### config.mk
export PLATFORM = sky130hd
export DESIGN_NAME = dff_pipeline_reg
export DESIGN_NICKNAME = d
export VERILOG_FILES = /design/src/rtl/dff_pkg.sv /design/src/rtl/dff_stage_en.sv /design/src/rtl/dff_pipeline_reg.sv
export SDC_FILE = /design/constraint.sdc
export NUM_CORES = 1
export LEC_CHECK = 0
export BUFFER_PORTS_ARGS = -buffer_cell sky130_fd_sc_hd__buf_2
export CAP_MARGIN = 20
export CELL_PAD_IN_SITES_DETAIL_PLACEMENT = 1
export CELL_PAD_IN_SITES_GLOBAL_PLACEMENT = 2
export CORE_MARGIN = 2
export CORE_UTILIZATION = 35
export CTS_CLUSTER_SIZE = 40
export DETAILED_ROUTE_END_ITERATION = 7
export GPL_TIMING_DRIVEN = 0
export PLACE_DENSITY_LB_ADDON = 0.1
export SLEW_MARGIN = 30
export SYNTH_ARGS = -nofsm -noshare
export SYNTH_HDL_FRONTEND = slang
export SYNTH_SLANG_ARGS = --single-unit
### constraint.sdc
create_clock -name clk -period 2 [get_ports clk]
set_input_delay 0.2 -clock clk [delete_from_list [all_inputs] [get_ports clk]]
set_output_delay 0.2 -clock clk [all_outputs]
set_load 0.05 [all_outputs]
### src/rtl/dff_pkg.sv
// Shared constants and helpers for the dff_pipeline_reg register line.
package dff_pkg;

  localparam int unsigned DefWidth = 8;
  localparam int unsigned DefDepth = 3;

  // Bits needed to hold an occupancy count in the range 0..depth.
  function automatic int unsigned cnt_width(input int unsigned depth);
    return (depth < 1) ? 1 : $clog2(depth + 1);
  endfunction

  localparam int unsigned DefCntWidth = cnt_width(DefDepth);

endpackage

### src/rtl/dff_stage_en.sv
// One pipeline stage: WIDTH-bit data register plus valid bit, with clear and advance enable.
module dff_stage_en
  import dff_pkg::*;
#(
  parameter int unsigned     WIDTH     = DefWidth,
  parameter logic [WIDTH-1:0] RESET_VAL = '0
) (
  input  logic             clk,
  input  logic             reset,
  input  logic             clr,
  input  logic             en,
  input  logic [WIDTH-1:0] d,
  input  logic             d_valid,
  output logic [WIDTH-1:0] q,
  output logic             q_valid
);

  always_ff @(posedge clk or negedge reset) begin
    if (!reset) begin
      q       <= RESET_VAL;
      q_valid <= 1'b0;
    end else if (clr) begin
      q       <= RESET_VAL;
      q_valid <= 1'b0;
    end else if (en) begin
      q       <= d;
      q_valid <= d_valid;
    end
  end

endmodule

### src/rtl/dff_pipeline_reg.sv
// WIDTH-bit, DEPTH-stage register pipeline with per-stage valid tracking and occupancy count.
module dff_pipeline_reg
  import dff_pkg::*;
#(
  parameter int unsigned      WIDTH     = DefWidth,
  parameter int unsigned      DEPTH     = DefDepth,
  parameter logic [WIDTH-1:0] RESET_VAL = '0
) (
  input  logic                         clk,
  input  logic                         reset,
  input  logic                         en,
  input  logic                         clr,
  input  logic [WIDTH-1:0]             d,
  input  logic                         d_valid,
  output logic [WIDTH-1:0]             q,
  output logic                         q_valid,
  output logic [cnt_width(DEPTH)-1:0]  count
);

  localparam int unsigned CntW = cnt_width(DEPTH);

  logic [WIDTH-1:0] data [DEPTH];
  logic [DEPTH-1:0] valid;
  logic [CntW-1:0]  count_q, count_d;

  for (genvar i = 0; i < DEPTH; i++) begin : g_stage
    logic [WIDTH-1:0] din;
    logic             vin;

    if (i == 0) begin : g_head
      assign din = d;
      assign vin = d_valid;
    end else begin : g_tail
      assign din = data[i-1];
      assign vin = valid[i-1];
    end

    dff_stage_en #(
      .WIDTH     (WIDTH),
      .RESET_VAL (RESET_VAL)
    ) u_stage (
      .clk     (clk),
      .reset   (reset),
      .clr     (clr),
      .en      (en),
      .d       (din),
      .d_valid (vin),
      .q       (data[i]),
      .q_valid (valid[i])
    );
  end

  // Entry and exit on the same shift cancel, so count cannot leave 0..DEPTH.
  always_comb begin
    count_d = count_q;
    if (en) begin
      count_d = count_q + CntW'(d_valid) - CntW'(valid[DEPTH-1]);
    end
  end

  always_ff @(posedge clk or negedge reset) begin
    if (!reset) begin
      count_q <= '0;
    end else if (clr) begin
      count_q <= '0;
    end else begin
      count_q <= count_d;
    end
  end

  assign q       = data[DEPTH-1];
  assign q_valid = valid[DEPTH-1];
  assign count   = count_q;

  a_count_bound: assert property (@(posedge clk) disable iff (!reset)
    count_q <= CntW'(DEPTH));

  a_count_tracks_valid: assert property (@(posedge clk) disable iff (!reset)
    count_q == CntW'($countones(valid)));

endmodule

[Word level (Yosys, flattened, before mapping)]
Cells that the tools add are included.
Operators by class
  $add $sub $neg: 2
  multiplexer cells: 14
  reduce and logical (&&, ||, !) cells: 1
Operator list (number)
  2-to-1 mux 8 bit: 6
  2-to-1 mux 1 bit: 6
  2-to-1 mux 2 bit: 2
  adder 2 x 1 -> 2 bit: 1
  nonzero test 2 bit: 1
  subtractor 2 x 1 -> 2 bit: 1
Storage, ports and cells
  bits in registers: 29
  input port bits: 13
  output and inout port bits: 11
  logic and storage cells: 24

[Longest topological paths before layout]
Gate-level depths: netlist of run 1.
  word-level depth: 4
  mapped depth: 7
  gate-level depth less buffers: 7

[Hierarchy]
Synthesis of run 1 repeated with hierarchy kept, for this count alone.
Unflattened totals
  cells, all modules: 100
  area, all modules: 1221.2 um2
Modules (own cells, without submodules)
  dff_stage_en: instances 3, cells each 29, area each 364.1 um2, seq. area each 225.2 um2
  dff_pipeline_reg: instances 1, cells each 13, area each 128.9 um2, seq. area each 50.0 um2

[Worst setup path after synthesis of run 1]
No wires, ideal clock.
  path kind: register -> register
  start point: register count_q[0], in the netlist count[0]
  end point: register count_q[1], in the netlist count[1]
  arrival time: 1.618 ns
  data required time: 1.880 ns
  slack: 0.262 ns
  stages on the path, launching flop included: 8
  buffers on the path: 0
  path through: dfrtp_1 inv_1 ha_1 inv_1 ha_1 xor2_1 a21oi_2 a31o_1
Between the ends
  cells in the longest elaborated chain, start to end: 4
Ends and longest elaborated chain
  start: declaration: line dff_pipeline_reg.sv:24  | logic [CntW-1:0] count_q, count_d;
  start signal: assignment: line dff_pipeline_reg.sv:67  | count_q <= count_d;
  adder 2 x 1 -> 2 bit: line dff_pipeline_reg.sv:57  | count_d = count_q + CntW'(d_valid) - CntW'(valid[DEPTH-1]);
  subtractor 2 x 1 -> 2 bit: line dff_pipeline_reg.sv:57
  2-to-1 mux 2 bit: line dff_pipeline_reg.sv:56  | if (en) begin
  2-to-1 mux 2 bit: line dff_pipeline_reg.sv:64  | end else if (clr) begin
Every way passes these cells. The select of a mux whose other input is x is not followed.
A chain may end at the register's enable or synchronous reset.

[Worst setup path in the final report of run 1]
  start point: register g_stage[2].u_stage.q_valid
  end point: register count_q[1], in the netlist count[1]
Between the ends
  cells in the longest elaborated chain, start to end: 3
Ends and longest elaborated chain
  start: declaration: line dff_stage_en.sv:15  | output logic q_valid
  start signal: assignment: line dff_stage_en.sv:27  | q_valid <= d_valid;
  subtractor 2 x 1 -> 2 bit: line dff_pipeline_reg.sv:57
  2-to-1 mux 2 bit: line dff_pipeline_reg.sv:56
  2-to-1 mux 2 bit: line dff_pipeline_reg.sv:64
Every way passes these cells. The select of a mux whose other input is x is not followed.

==> results of run 1 <==
==> power by group through the flow <==
stage | combinational, mW | sequential (mW) | clock (mW)
global placement | 0.143 | 0.630 | 0
finish | 0.144 | 0.620 | 0.328
CTS | 0.148 | 0.620 | 0.351
detailed placement | 0.147 | 0.632 | 0
global route | 0.160 | 0.623 | 0.385
floorplan | 0.0800 | 0.650 | 0
==> cell families after synthesis <==
kind of cell	share of synthesized area
mux	0.2213
buf+inv	0.07411
fa+ha+maj	0.01976
xor+xnor	0.006918
flops	0.5731
compound gates	0.01384
simple gates	0.09091
==> per-layer routing <==
layer  share of wire  vias up  track usage
met1            0.47      397       0.1752
met4           0.017        0      0.06383
met3           0.052        4      0.05986
met2            0.46       20       0.2188
met5               0        -            0
li1                -      391            -
==> cell usage after synthesis <==
master,number
a21oi_2,1
a31o_1,1
buf_12,3
buf_2,3
buf_6,1
dfrtp_1,29
ha_1,2
inv_1,2
mux2i_1,28
nand2b_1,1
nor2_1,29
xor2_1,1
==> sequential cells by signal, indices dropped and copies added, names as in the netlist <==
register                 flops
g_stage.u_stage.q           24
g_stage.u_stage.q_valid      3
count                        2
==> worst reg2reg max path: stages, from the launching register on <==
cell and delay, ns:
dfrtp_1 0.41, ha_1 0.29, inv_1 0.06, ha_1 0.15
xor2_1 0.21, a21oi_2 0.08, a31o_1 0.18
==> worst max path at each step <==
| stage | cells past startpoint | end | startpoint | slack [ns] |
|---|---|---|---|---|
| after floorplan | 7 | count[1]$_DFFE_PN0P_ | count[0]$_DFFE_PN0P_ | 0.26 |
| after global placement | 6 | count[1]$_DFFE_PN0P_ | g_stage[2].u_stage.q_valid$_DFFE_PN0P_ | 0.54 |
| after detailed placement | 6 | count[1]$_DFFE_PN0P_ | g_stage[2].u_stage.q_valid$_DFFE_PN0P_ | 0.52 |
| after CTS | 6 | count[1]$_DFFE_PN0P_ | g_stage[2].u_stage.q_valid$_DFFE_PN0P_ | 0.50 |
| after global routing | 6 | count[1]$_DFFE_PN0P_ | g_stage[2].u_stage.q_valid$_DFFE_PN0P_ | 0.38 |
| final | 6 | count[1]$_DFFE_PN0P_ | g_stage[2].u_stage.q_valid$_DFFE_PN0P_ | 0.53 |
==> what timing repair did <==
action | in CTS | in global routing
hold endpoints to repair | 29 | 0
buffers inserted | 0 | 0
hold buffers | 1 | 0
==> cell type report <==
class	count	area, µm²
Tap cell	46	57.56
Sequential cell	29	725.7
Clock buffer	8	48.80
Multi-Input combinational cell	63	446.7
Fill cell	393	1923
Inverter	2	7.507
Timing Repair Buffer	23	120.1
Buffer	7	86.33
==> metrics by stage <==
| step | power, mW | util |
|---|---|---|
| after floorplan | 0.7296 | - |
| after global placement | 0.7736 | 0.4198 |
| after detailed placement | 0.7784 | 0.4198 |
| after CTS | 1.120 | 0.4370 |
| after global routing | 1.168 | 0.4370 |
| final | 1.092 | 0.4370 |
==> key figures, run 1 <==
Placed design
  – Placer Congestion: about 0.66
  – Dpl ws: around 0.52 ns
  – DP Cell Count: 169
  – # port buffers: 22
  – DP Area: 1434 µm²
  – Dpl hpwl: 1.640 mm

Drt
  – Total Wirelength: around 2.4 mm
  – Detailed-route DRC error count: 0
  – DRT antenna net count: 0
  – DRT Pass-1 Iters: 4
  – Vias/cell: 4.562
  – Initial drt markers: 17
  – WL per Instance: 13.52 µm
  – Total number of vias: 812

Synthesis
  – Post-synthesis sequential area ratio: 0.5731
  – Area contributors post-synth: dfrtp_1, mux2i_1, nor2_1
  – Mapped Cells: 101
  – Avg Inst Size Synth: roughly 13 µm²
  – Syn Nets: 116
  – Netlist Area Pre-Place: 1266 µm²
  – Synth area leader: dfrtp_1
  – Yosys warns: 0
  – Area fraction of the dominant cell type after synthesis: 0.5731
  – Netlist cell types: 12
  – Register bit total from synthesis: 29

Die
  – Die height: 64.15 µm
  – DIE AREA: 4115 µm²
  – Core ar.: 3416 µm²
  – Num rows: 21
  – Initial Utilization: 0.3707
  – # IOs: 24
  – Die width: approximately 64 µm

Worst setup path
  – CP Launch Type: flip-flop
  – Reg2Reg Depth: 6
  – Worst EP required: between 2 and 2.5 ns
  – Crit path max-delay cell type: dfrtp_1
  – Crit-path leading delay family: adder cells
  – Worst R2R Start: g_stage[2].u_stage.q_valid$_DFFE_PN0P_
  – Worst R2R Setup Slack: 0.53 ns
  – CP arrival: 1.70 ns
  – Critical path peak fanout: 3
  – CP max stage delay: 0.41 ns
  – Worst R2R End: count[1]$_DFFE_PN0P_
  – Crit. End Element: flip-flop
  – WS Path Type: reg -> reg
  – CP bufs+invs: 1
  – Crit path cell chain: ha_1 -> inv_1 -> ha_1 -> xor2_1 -> a21oi_2 -> a31o_1
  – Crit-path most repeated cell: ha_1

Timing
  – Final Hold Fails: 0
  – Highest Clock Rate: between 0.6 and 0.7 GHz
  – Minimum clock period after layout: 1.475 ns
  – Final WS setup: 0.5252 ns
  – Worst hold slack: 0.1237 ns
  – Worst-Margin Slew: 0.6463 ns
  – Max-slew headroom: 0.5691
  – Final setup fails: 0
  – RSZ-0062 raised after global routing: false
  – TNS Setup: 0 ns
  – Fin crit share: 0.7374
  – Pins Over Slew Limit: 0
  – Final Skew: 0.004403 ns

Power
  – Leak Pwr: 0.8283 nW
  – Switching power: 0.2850 mW
  – Clock network power share: 0.300
  – Int Pwr: roughly 0.8 mW
  – VDD IR-drop max: 0.2943 mV
  – Comb power frac: 0.132
  – PwrDens: 731.4 nW/µm²
  – Sw Ratio: 0.2611
  – Sequential Power Share: 0.568

Hold path
  – Worst Hold Launch: d[6]
  – Worst Hold Class: in -> reg
  – Sink of the worst hold path: g_stage[0].u_stage.q[6]$_DFFE_PN0P_
  – WHS Path Cells: 3

Clock network
  – CTS tree: built
  – CTS buffer count: 5
  – Post-CTS Resized: 0
  – Maximum clock path buffer count: 2
  – CTS Sinks: 29
  – CTS root buf: clkbuf_4
  – Register clock-pin slew on the reported worst setup and hold paths: approximately 0.09 ns
  – Clock Latency Late Sink: between 0.3 and 0.4 ns
  – H-tree levels: 2

Cells and area
  – Most frequent cells in the layout: nor2_1, dfrtp_1, mux2i_1
  – Nets: 146
  – N_diodes: 0
  – Non-Filler Instances: 178
  – Area Overhead vs Synth: 17.89%
  – Share of layout cells above drive strength 1: 0.2652
  – Final instance area: approximately 1500 µm²

Global routing
  – Initial antenna violation count: 0
  – Number of global-route vias before repair: 886
  – GRT Total Usage: 0.1427
  – GR Overflow Total: 0
  – Global-route wire length before repair: 4.222 mm
  – Largest net degree at the start of global routing: 30

Run
  – Maxcap violations: 0

Outcome
  – Status: finished clean
No activity file was read; power rests on OpenSTA's default activity.
==> inputs of run 2 (changes only) <==
==> constraint.sdc (replaced) <==
create_clock -name clk -period 1.4 [get_ports clk]
set_input_delay 0.14 -clock clk [delete_from_list [all_inputs] [get_ports clk]]
set_output_delay 0.14 -clock clk [all_outputs]
set_load 0.05 [all_outputs]
==> key figures, run 2 (same netlist as run 1, synthesis figures left out) <==
Cells and area
  – Area Overhead vs Synth: 23.81% (was 17.89%)
  – Final instance area: 1568 µm² (was 1493 µm²)
  – N_diodes: 0 (unchanged)
  – Nets: 149 (was 146)
  – Top reg by flops: g_stage.u_stage.q (unchanged)
  – Non-Filler Instances: 180 (was 178)
  – Share of layout cells above drive strength 1: 0.3433 (was 0.2652)
  – Most frequent cells in the layout: nor2_1, mux2i_1, dfrtp_1 (was nor2_1, dfrtp_1, mux2i_1)
  – Finished Core Util: 0.4590 (was 0.4370)
  – Fill cells: 377 (was 393)
  – Most common library cell in the layout ignoring fill and taps: nor2_1
  – Max FFs per register: 24 (unchanged)

Timing
  – Fin crit share: 1.002 (was 0.7374)
  – Max-slew headroom: 0.5638 (was 0.5691)
  – Final Skew: 0.006028 ns (was 0.004403 ns)
  – RSZ-0062 raised after global routing: true (was false)
  – Highest Clock Rate: 0.7130 GHz (was 0.6781 GHz)
  – TNS Setup: -0.002604 ns (was 0 ns)
  – Pins Over Slew Limit: 0 (unchanged)
  – Final setup fails: 1 (was 0)
  – Final Hold Fails: 0 (unchanged)
  – Worst-Margin Slew: 0.6543 ns (was 0.6463 ns)
  – Final WS setup: -0.002604 ns (was 0.5252 ns)
  – Minimum clock period after layout: 1.403 ns (was 1.475 ns)
  – Worst hold slack: 0.06277 ns (was 0.1237 ns)

Die
  – Die width: 64.15 µm (unchanged)
  – DIE AREA: 4115 µm² (unchanged)
  – # IOs: 24 (unchanged)
  – Initial Utilization: 0.3707 (unchanged)
  – Core ar.: 3416 µm² (unchanged)
  – Die height: 64.15 µm (unchanged)
  – Num rows: 21 (unchanged)

Worst setup path
  – Crit. End Element: flip-flop (unchanged)
  – Crit path cell chain: inv_2 -> ha_4 -> inv_2 -> ha_4 -> xor2_4 -> a21oi_2 -> a31o_1 (was ha_1 -> inv_1 -> ha_1 -> xor2_1 -> a21oi_2 -> a31o_1)
  – Critical path peak fanout: 2 (was 3)
  – Worst EP required: 1.62 ns (was 2.22 ns)
  – WS Path Type: reg -> reg (unchanged)
  – Crit path max-delay cell type: dfrtp_2 (was dfrtp_1)
  – CP Launch Type: flip-flop (unchanged)
  – CP arrival: 1.62 ns (was 1.70 ns)
  – CP Launch Point: count[0]$_DFFE_PN0P_ (was g_stage[2].u_stage.q_valid$_DFFE_PN0P_)
  – CP max stage delay: 0.41 ns (about the same)
  – Worst R2R Start: count[0]$_DFFE_PN0P_ (was g_stage[2].u_stage.q_valid$_DFFE_PN0P_)

Drt
  – Detailed-route DRC error count: 0 (unchanged)
  – DRT antenna net count: 0 (unchanged)
  – Total Wirelength: 2.511 mm (was 2.406 mm)
  – Vias/cell: 4.672 (was 4.562)
  – Total number of vias: 841 (was 812)
  – WL per Instance: 13.95 µm (was 13.52 µm)
  – DRT Pass-1 Iters: 4 (unchanged)
  – Initial drt markers: 17 (unchanged)

Clock network
  – H-tree levels: 2 (unchanged)
  – Clock Latency Late Sink: 0.32 ns (about the same)
  – Maximum clock path buffer count: 2 (unchanged)
  – CTS Sinks: 29 (unchanged)
  – CTS root buf: clkbuf_4 (unchanged)
  – CTS buffer count: 5 (unchanged)
  – Register clock-pin slew on the reported worst setup and hold paths: 0.09 ns (about the same)
  – CTS tree: built (unchanged)

Outcome
  – Failing checks: setup timing
  – Status: finished with violations (was finished clean)

Placed design
  – Placer Congestion: 0.7317 (was 0.6602)
  – Dpl hpwl: 1.663 mm (was 1.640 mm)
  – DP Area: 1456 µm² (was 1434 µm²)
  – DP Cell Count: 169 (unchanged)
  – # port buffers: 22 (unchanged)
  – Dpl ws: -0.06502 ns (was 0.5158 ns)

Power
  – Total power: 1.633 mW (was 1.092 mW)
  – VDD IR-drop max: 0.4854 mV (was 0.2943 mV)
  – Leak Pwr: 0.8446 nW (was 0.8283 nW)
  – PwrDens: 1041 nW/µm² (was 731.4 nW/µm²)

Global routing
  – Largest net degree at the start of global routing: 30 (unchanged)
  – GR Overflow Total: 0 (unchanged)
  – Number of global-route vias before repair: 897 (was 886)
  – GRT Total Usage: 0.1425 (was 0.1427)
  – Initial antenna violation count: 0 (unchanged)
  – Global-route wire length before repair: 4.319 mm (was 4.222 mm)

Run
  – Maxcap violations: 0 (unchanged)

Hold path
  – Worst Hold Class: in -> reg (unchanged)
  – Worst Hold Launch: d[6] (unchanged)
==> run 2: area by class of cell <==
| cell class | count | area, µm² | area share |
|---|---|---|---|
| sequential | 29 | 728.2 | 0.4645 |
| inverter | 2 | 7.507 | 0.004789 |
| clock buffer | 7 | 55.05 | 0.03512 |
| timing repair buffer | 26 | 142.6 | 0.09098 |
| buffer | 7 | 86.33 | 0.05507 |
| tap | 46 | 57.56 | 0.03671 |
| multi-input combinational | 63 | 490.5 | 0.3128 |
==> run 2: path summary, 6_finish.rpt <==
check                                                      end  slack (ns)  depth (start not counted)
max reg2reg                               count[1]$_DFFE_PN0P_      -0.003                          7
max in group asynchronous                 count[0]$_DFFE_PN0P_        0.55                          2
min                        g_stage[0].u_stage.q[6]$_DFFE_PN0P_        0.06                          3
min in group asynchronous  g_stage[2].u_stage.q[6]$_DFFE_PN0P_        0.38                          2
max                                       count[1]$_DFFE_PN0P_      -0.003                          7
min reg2reg                g_stage[2].u_stage.q[2]$_DFFE_PN0P_        0.52                          2
==> run 2: power by group <==
part	total (mW)	internal (mW)	switching, mW	leakage, nW
sequential	0.886	0.869	0.0178	0.392
combinational	0.230	0.0998	0.130	0.421
clock	0.517	0.237	0.280	0.0314
==> run 2: worst max-delay path: cells and delay by family, from the launching register on <==
kind	cells	cell delay, ns
AOI/OAI and AO/OA	2	0.24
xor gates and xnor gates	1	0.17
buffers and inverters	2	0.13
DFF	1	0.41
adders and majority gates	2	0.36
==> run 2: repair_timing <==
| item | CTS | global route |
|---|---|---|
| hold buffers | 1 | 0 |
| pin swaps | 2 | 0 |
| endpoints found under the hold margin | 29 | 0 |
| gates resized for setup | 3 | 0 |
| endpoints found under the setup margin | 1 | 1 |
| buffers inserted | 2 | 1 |
==> run 2: routing by layer <==
layer | up-vias | global-route usage | wire [µm]
met5 | - | 0 | 0
met2 | 20 | 0.2240 | 1136
met3 | 5 | 0.04401 | 143
met4 | 0 | 0.07979 | 51
li1 | 399 | - | -
met1 | 417 | 0.1735 | 1179
==> inputs of run 3 (changes only) <==
--- a/config.mk
+++ b/config.mk
@@ -15,6 +15,7 @@
 export DETAILED_ROUTE_END_ITERATION = 7
 export GPL_TIMING_DRIVEN = 0
 export PLACE_DENSITY_LB_ADDON = 0.1
+export SKIP_CTS_REPAIR_TIMING = 1
 export SLEW_MARGIN = 30
 export SYNTH_ARGS = -nofsm -noshare
 export SYNTH_HDL_FRONTEND = slang
==> key figures, run 3 (same netlist as run 1, synthesis figures left out) <==
Worst setup path
  – CP bufs+invs: 2 (unchanged)
  – Crit. End Element: flip-flop (unchanged)
  – CP arrival: 1.63 ns (was 1.62 ns)
  – Worst EP required: 1.62 ns (about the same)
  – CP max stage delay: 0.42 ns (was 0.41 ns)
  – Crit path cell chain: inv_2 -> ha_4 -> inv_2 -> ha_4 -> xor2_4 -> a21oi_2 -> a31o_1 (unchanged)
  – WS Path Type: reg -> reg (unchanged)
  – Worst R2R End: count[1]$_DFFE_PN0P_ (unchanged)
  – Worst R2R Setup Slack: -0.01 ns (was -0.003 ns)
  – Reg2Reg Depth: 7 (unchanged)
  – Crit path max-delay cell type: dfrtp_2 (unchanged)
  – Worst R2R Start: count[0]$_DFFE_PN0P_ (unchanged)
  – Critical path peak fanout: 3 (was 2)
  – CP Launch Type: flip-flop (unchanged)
  – Crit-path leading delay family: flip-flops (unchanged)

Clock network
  – Register clock-pin slew on the reported worst setup and hold paths: 0.09 ns (about the same)
  – Maximum clock path buffer count: 2 (unchanged)
  – CTS tree: built (unchanged)
  – Clock Latency Late Sink: 0.32 ns (about the same)
  – CTS root buf: clkbuf_4 (unchanged)
  – CTS buffer count: 5 (unchanged)
  – CTS Sinks: 29 (unchanged)
  – H-tree levels: 2 (unchanged)

Die
  – Die height: 64.15 µm (unchanged)
  – Num rows: 21 (unchanged)
  – Die width: 64.15 µm (unchanged)
  – # IOs: 24 (unchanged)
  – DIE AREA: 4115 µm² (unchanged)
  – Initial Utilization: 0.3707 (unchanged)
  – Core ar.: 3416 µm² (unchanged)

Timing
  – Highest Clock Rate: 0.7081 GHz (was 0.7130 GHz)
  – Max-slew headroom: 0.5664 (was 0.5638)
  – Final WS setup: -0.01223 ns (was -0.002604 ns)
  – Final setup fails: 1 (unchanged)
  – Worst hold slack: 0.06309 ns (was 0.06277 ns)
  – Pins Over Slew Limit: 0 (unchanged)
  – Final Skew: 0.006879 ns (was 0.006028 ns)
  – Final Hold Fails: 0 (unchanged)
  – Fin crit share: 1.009 (was 1.002)
  – Worst-Margin Slew: 0.6503 ns (was 0.6543 ns)
  – Minimum clock period after layout: 1.412 ns (was 1.403 ns)
  – RSZ-0062 raised after global routing: true (unchanged)

Cells and area
  – Finished Core Util: 0.4546 (was 0.4590)
  – Fill cells: 377 (unchanged)
  – Most frequent cells in the layout: nor2_1, mux2i_1, dfrtp_1 (unchanged)
  – Share of layout cells above drive strength 1: 0.3333 (was 0.3433)
  – Nets: 147 (was 149)
  – Most common library cell in the layout ignoring fill and taps: nor2_1 (unchanged)
  – Top reg by flops: g_stage.u_stage.q (unchanged)
  – Non-Filler Instances: 178 (was 180)
  – N_diodes: 0 (unchanged)
  – Max FFs per register: 24 (unchanged)
  – Area Overhead vs Synth: 22.63% (was 23.81%)

Power
  – PwrDens: 1046 nW/µm² (was 1041 nW/µm²)
  – VDD IR-drop max: 0.4835 mV (was 0.4854 mV)
  – Total power: 1.624 mW (was 1.633 mW)
  – Leak Pwr: 0.8339 nW (was 0.8446 nW)

Placed design
  – # port buffers: 22 (unchanged)
  – Placer Congestion: 0.7317 (unchanged)
  – Dpl ws: -0.06502 ns (unchanged)
  – Dpl hpwl: 1.663 mm (unchanged)
  – DP Cell Count: 169 (unchanged)

Run
  – Maxcap violations: 0 (unchanged)

Drt
  – Vias/cell: 4.697 (was 4.672)
  – WL per Instance: 14.21 µm (was 13.95 µm)
  – DRT antenna net count: 0 (unchanged)
  – Detailed-route DRC error count: 0 (unchanged)
  – DRT Pass-1 Iters: 4 (unchanged)
  – Initial drt markers: 8 (was 17)
  – Total Wirelength: 2.529 mm (was 2.511 mm)
  – Total number of vias: 836 (was 841)

Outcome
  – Failing checks: setup timing (unchanged)
  – Status: finished with violations (unchanged)

Hold path
  – Worst Hold Launch: d[6] (unchanged)
  – Sink of the worst hold path: g_stage[0].u_stage.q[6]$_DFFE_PN0P_ (unchanged)
  – WHS Path Cells: 3 (unchanged)
  – Worst Hold Class: in -> reg (unchanged)

Global routing
  – GR Overflow Total: 0 (unchanged)
  – Grt peak-use layer: met2 (unchanged)
  – Grt met1 use: 0.1749 (was 0.1735)
  – Number of global-route vias before repair: 884 (was 897)
  – Global-route wire length before repair: 4.284 mm (was 4.319 mm)
  – Met3 GRT Util: 0.04401 (unchanged)
  – Largest net degree at the start of global routing: 30 (unchanged)
  – Grt met2 use: 0.2174 (was 0.2240)
  – Initial antenna violation count: 0 (unchanged)
  – GRT Total Usage: 0.1410 (was 0.1425)
## run 3: changes by cell type in the layout (fill, tap and decap cells not counted), sizes merged
cell / change
buf: -2
## run 3: tightest hold or removal path, delay by kind of cell
family / cells / cell delay (ns)
buffers and inverters: 1 / 0.07
multiplexers: 1 / 0.05
AND/OR/NAND/NOR: 1 / 0.08
## run 3: per-layer routing
metal,part of all wire,wire length (µm)
met5,0,0
met4,0.020,51
met3,0.057,143
met2,0.46,1162
met1,0.46,1171
## run 3: how the worst max path moves through the flow
stage                                                 from                   end  slack, ns  cells after the start
floorplan                             count[0]$_DFFE_PN0P_  count[1]$_DFFE_PN0P_      -0.15                      7
global placement    g_stage[2].u_stage.q_valid$_DFFE_PN0P_  count[1]$_DFFE_PN0P_      -0.04                      6
detailed placement  g_stage[2].u_stage.q_valid$_DFFE_PN0P_  count[1]$_DFFE_PN0P_      -0.07                      6
CTS                 g_stage[2].u_stage.q_valid$_DFFE_PN0P_  count[1]$_DFFE_PN0P_      -0.07                      6
global route                          count[0]$_DFFE_PN0P_  count[1]$_DFFE_PN0P_      -0.08                      7
finish                                count[0]$_DFFE_PN0P_  count[1]$_DFFE_PN0P_      -0.01                      7
## run 3: area by class of cell
cell class              count  area (µm²)  area share
flip-flops and latches     29       728.2      0.4690
repair buffers             24       127.6     0.08219
well taps                  46       57.56     0.03707
multi-input cells          63       490.5      0.3159
inverters                   2       7.507    0.004835
clock buffers               7       55.05     0.03546
plain buffers               7       86.33     0.05560
## run 3: through the flow
step	cell area, µm²	setup TNS, ns
floorplan	1289	-0.1455
global placement	1456	-0.04075
detailed placement	1456	-0.06502
CTS	1511	-0.07140
global route	1553	-0.07576
finish	1553	-0.01223
## run 3: power by group
part | internal, mW | switching [mW]
clock | 0.237 | 0.275
sequential | 0.869 | 0.0187
combinational | 0.0962 | 0.129
